## src/rtl/regfile_wb_arbiter.sv

```systemverilog
// Two-port writeback arbiter sharing one register-file write port; writes to ZERO_REG are absorbed.
// Optional REGFILE_WB_ARB_RR_EN: round-robin arbitration when both holds are valid (default: port 1 wins).
module regfile_wb_arbiter #(
  parameter int DATA_W   = 64,
  parameter int ADDR_W   = 5,
  parameter int ZERO_REG = 31
) (
  input  logic              clk,
  input  logic              reset,
  input  logic              req0_valid,
  input  logic [ADDR_W-1:0] req0_addr,
  input  logic [DATA_W-1:0] req0_data,
  output logic              req0_ready,
  input  logic              req1_valid,
  input  logic [ADDR_W-1:0] req1_addr,
  input  logic [DATA_W-1:0] req1_data,
  output logic              req1_ready,
  output logic [ADDR_W-1:0] wa3,
  output logic [DATA_W-1:0] wd3,
  output logic              we3,
  output logic              busy,
  output logic [7:0]        drop_cnt
);

  logic              hold0_v, hold1_v;
  logic [ADDR_W-1:0] hold0_addr, hold1_addr;
  logic [DATA_W-1:0] hold0_data, hold1_data;
  logic              grant0, grant1;
  logic              accept0, accept1;
  logic              drop0, drop1;
  logic [1:0]        drop_inc;
  logic [8:0]        drop_sum;

`ifdef REGFILE_WB_ARB_RR_EN
  typedef enum logic {PORT0 = 1'b0, PORT1 = 1'b1} rr_e;
  rr_e rr_ptr;

  always_comb begin
    grant0 = hold0_v & (~hold1_v | (rr_ptr == PORT0));
    grant1 = hold1_v & (~hold0_v | (rr_ptr == PORT1));
  end

  // Pointer only moves on contested grants.
  always_ff @(posedge clk or posedge reset) begin
    if (reset)
      rr_ptr <= PORT1;
    else if (hold0_v && hold1_v)
      rr_ptr <= (rr_ptr == PORT1) ? PORT0 : PORT1;
  end
`else
  always_comb begin
    grant1 = hold1_v;
    grant0 = hold0_v & ~hold1_v;
  end
`endif

  always_comb begin
    req0_ready = ~hold0_v | grant0;
    req1_ready = ~hold1_v | grant1;
    accept0    = req0_valid & req0_ready;
    accept1    = req1_valid & req1_ready;
    drop0      = accept0 & (req0_addr == ADDR_W'(ZERO_REG));
    drop1      = accept1 & (req1_addr == ADDR_W'(ZERO_REG));
    drop_inc   = {1'b0, drop0} + {1'b0, drop1};
    drop_sum   = {1'b0, drop_cnt} + {7'd0, drop_inc};
    busy       = hold0_v | hold1_v | we3;
  end

  // A new accept takes priority over the invalidate from a same-cycle grant.
  always_ff @(posedge clk or posedge reset) begin
    if (reset) begin
      hold0_v    <= 1'b0;
      hold0_addr <= '0;
      hold0_data <= '0;
    end else if (accept0 && !drop0) begin
      hold0_v    <= 1'b1;
      hold0_addr <= req0_addr;
      hold0_data <= req0_data;
    end else if (grant0) begin
      hold0_v    <= 1'b0;
    end
  end

  always_ff @(posedge clk or posedge reset) begin
    if (reset) begin
      hold1_v    <= 1'b0;
      hold1_addr <= '0;
      hold1_data <= '0;
    end else if (accept1 && !drop1) begin
      hold1_v    <= 1'b1;
      hold1_addr <= req1_addr;
      hold1_data <= req1_data;
    end else if (grant1) begin
      hold1_v    <= 1'b0;
    end
  end

  always_ff @(posedge clk or posedge reset) begin
    if (reset) begin
      we3 <= 1'b0;
      wa3 <= '0;
      wd3 <= '0;
    end else begin
      we3 <= grant0 | grant1;
      if (grant1) begin
        wa3 <= hold1_addr;
        wd3 <= hold1_data;
      end else if (grant0) begin
        wa3 <= hold0_addr;
        wd3 <= hold0_data;
      end
    end
  end

  always_ff @(posedge clk or posedge reset) begin
    if (reset)
      drop_cnt <= '0;
    else
      drop_cnt <= drop_sum[8] ? 8'hFF : drop_sum[7:0];
  end

endmodule

```

## config.mk

```make
export PLATFORM = sky130hd
export DESIGN_NAME = regfile_wb_arbiter
export DESIGN_NICKNAME = d
export VERILOG_FILES = /design/src/rtl/regfile_wb_arbiter.sv
export SDC_FILE = /design/constraint.sdc
export NUM_CORES = 1
export LEC_CHECK = 0
export CAP_MARGIN = 20
export CORE_MARGIN = 5
export CORE_UTILIZATION = 44
export DETAILED_ROUTE_END_ITERATION = 6
export GPL_TIMING_DRIVEN = 0
export PLACE_DENSITY = 0.79
export SYNTH_ARGS = -nofsm -noshare
export SYNTH_HDL_FRONTEND = slang
export SYNTH_SLANG_ARGS = --single-unit
```

## constraint.sdc

```tcl
create_clock -name clk -period 6.85 [get_ports clk]
set_clock_uncertainty 0.05 [all_clocks]
set_input_delay 1.37 -clock clk [delete_from_list [all_inputs] [get_ports clk]]
set_output_delay 1.37 -clock clk [all_outputs]
set_load 0.02 [all_outputs]
```

==> results.yml <==
detailed_routing:
  drc: 0
  antenna_left: 0
  vias: 6035
  viasPerCell: 5.097
  drt_iter0_drc: 226
  avgRoutedWirePerCell_um: 18.91
  wl_um: 22390
  drt_first_pass_iters: 4
finish:
  finalNonFillerCells: 1184
  multi_input_area_mm2: 0.003178
  antenna_cells: 0
  syn_to_final_growth_pct: 38.24
  nets: 1044
  drive_gt1_frac: 0.2079
  regArea_mm2: 0.005455
  fillers: 1566
logic_synthesis:
  ys_top_cells_by_area: "dfrtp_1 (61%), mux2_2 (13%), mux2i_1 (7.8%), o21ai_0 (4.0%), mux2_4 (3.4%)"
  syn_inst: 648
  avgSynthCellArea_um2: 13.73
  syn_area_mm2: 0.008900
  synth_fp_nets: 792
  synth_seq_cells: 218
  ys_seq_area_frac: 0.6130
  synth.largest_area_cell: "dfrtp_1"
  synth_top_area_frac: 0.6130
  synth_cell_types: 38
  yosys_warnings: 0
clock_network:
  cts.sinks: 218
  htreeDepth: 1
  insertion_delay_ns: 0.49
  cts-root-buf: "clkbuf_16"
  cts_setup_buffers: 0
  clk_pin_slew_ns: 0.06
  ctsHoldBuffers: 0
  cts_buffers: 23
  tritoncts: "built"
  cts.repair.resized: 0
  cts.path.max_buffers: 3
floorplan:
  die_x_um: 152.2
  io_pins: 223
  design.die.area_mm2: 0.02317
  coreArea_mm2: 0.02010
  die_h_um: 152.2
  num_rows: 52
  start_util: 0.4427
worst_setup_path:
  path_class: "register to output port"
  required_ns: 5.43
  crit_arrival_ns: 2.42
  rr_endpoint: "drop_cnt[5]"
  r2r_start: "hold0_v"
  ff2ff_path_depth: 10
  r2r_setup_slack_ns: 4.05
  start_kind: "register"
  endpoint_kind: "output port"
  path_max_fanout: 10
placement:
  port_buffers: 221
  place_ws_ns: 2.887
  gp_congestion: 0.7831
  hpwl_um: 16140
  dp.cells: 1145
sta:
  finalSetupViolCount: 0
  grt_setup_unrepaired: "no"
  period_minus_slack_ns: 3.843
  fmax_mhz: 260.2
  max_slew.worst_pin.slew_ns: 0.6410
  layout_setup_ws_ns: 3.007
  relSlewSlack: 0.5727
  setup_tns_ns: 0
  hold_slack_ns: 0.4252
  finalCritPeriodShare: 0.5610
  hold_viol: 0
  slew_violations: 0
global_route:
  use_met2: 0.3180
  grt_use_met3: 0.03437
  grt.total_usage: 0.1905
  grt.busiest_layer: "met2"
  grt_pass1_wl_um: 35860
  first_global_vias: 6542
  antenna_found_initial: 0
  grt_max_degree: 42
  overflow: 0
  grt_use_met1: 0.2550
power:
  powerDensity_mw_per_mm2: 282.4
  vdd_ir_drop_max_mv: 0.2054
  power.static_leakage_uw: 0.005449
  power_uw: 3474
flow_run:
  maxCapViolations: 0
min_path:
  holdCritPathClass: "register to register"
  holdPathStages: 2
  hp-start: "hold1_data[59]"
  min_to: "wd3[59]"
outcome:
  status: "finished clean"
metrics by stage:
stage / instance area, µm² / utilization
6_report: 12300 / 0.6120
5_1_grt: 12300 / 0.6120
4_1_cts: 12300 / 0.6120
3_5_place_dp: 11580 / 0.5761
3_3_place_gp: 11450 / 0.5697
2_1_floorplan: 8904 / -
metal layers:
layer / up-vias / wire length [µm]
met5: - / 0
met4: 0 / 597
met3: 38 / 1023
met2: 185 / 11030
met1: 3037 / 9742
li1: 2775 / -
power by group:
group,internal (µW),switching (µW),leakage [µW]
logic,383,317,0.00252
registers,1470,103,0.00258
clock network,712,489,0.000352
total,2570,908,0.00545
synthesized netlist by cell type (all sizes together):
cell and number:
nor2b 1, dfrtp 218, nand2 73, and2 1, mux2i 69, o22a 10, nand2b 2, clkbuf 15
buf 25, mux2 129, fa 1, nand4 2, xnor2 1, and3 2, conb 1, and4b 1
inv 5, ha 1, or3 1, a22o 1, a31oi 3, nor2 3, and4 2, a21oi 5
a21bo 1, or2 1, nand3 2, a41oi 1, o21ai 71
cell families after synthesis:
| kind of cell | count (synthesis) | share of synthesized area |
|---|---|---|
| xor+xnor | 1 | 0.0009843 |
| simple gates | 91 | 0.04330 |
| fa+ha+maj | 2 | 0.003655 |
| compound gates | 92 | 0.05947 |
| buf+inv | 45 | 0.02994 |
| flops | 218 | 0.6130 |
| other cells | 1 | 0.0004214 |
| mux | 198 | 0.2493 |
worst max-delay path by stage:
stage                  from              to  cells after the start
5_1_grt              grant1            busy                      4
3_3_place_gp          reset  hold1_data[54]                      2
4_1_cts             hold0_v      req0_ready                      4
6_report            hold0_v      req0_ready                      4
3_5_place_dp   req0_addr[1]     drop_cnt[1]                      9
2_1_floorplan         reset     drop_cnt[0]                      1
worst max-delay path: stages, from the launching register on:
cell and delay [ns]:
dfrtp_1 0.34, clkbuf_1 0.48, buf_2 0.40, nand2_1 0.11
clkdlybuf4s50_1 0.59
placed cells by master (no fill, tap or decap), drive strengths merged, types with 2 or more instances in the layout:
| cell type | Yosys | layout |
|---|---|---|
| clkdlybuf4s50 | 0 | 221 |
| dfrtp | 218 | 218 |
| mux2 | 129 | 129 |
| nand2 | 73 | 73 |
| o21ai | 71 | 71 |
| mux2i | 69 | 69 |
| clkbuf | 15 | 45 |
| buf | 25 | 31 |
| o22a | 10 | 10 |
| clkinv | 0 | 5 |
| a21oi | 5 | 5 |
| inv | 5 | 4 |
| nor2 | 3 | 3 |
| a31oi | 3 | 3 |
| clkinvlp | 0 | 3 |
| and4 | 2 | 2 |
| nand4 | 2 | 2 |
| nand3 | 2 | 2 |
| and3 | 2 | 2 |
| nand2b | 2 | 2 |
| bufinv | 0 | 2 |
flip-flops by register name, summed over array words and instances, names as in the netlist:
signal and cells:
hold1_addr 5, drop_cnt 8, hold1_data 64, hold0_data 64
hold0_addr 5, we3 1, wa3 5, grant1 1
wd3 64, hold0_v 1
area by class of cell:
type	count	share of cell area
clock buffers	30	0.05054
flip-flops and latches	218	0.4434
clock inverters	9	0.008136
well taps	270	0.02746
plain buffers	40	0.02014
inverters	5	0.001831
multi-input cells	385	0.2583
repair buffers	227	0.1902
(Power assumes the default switching activity.)
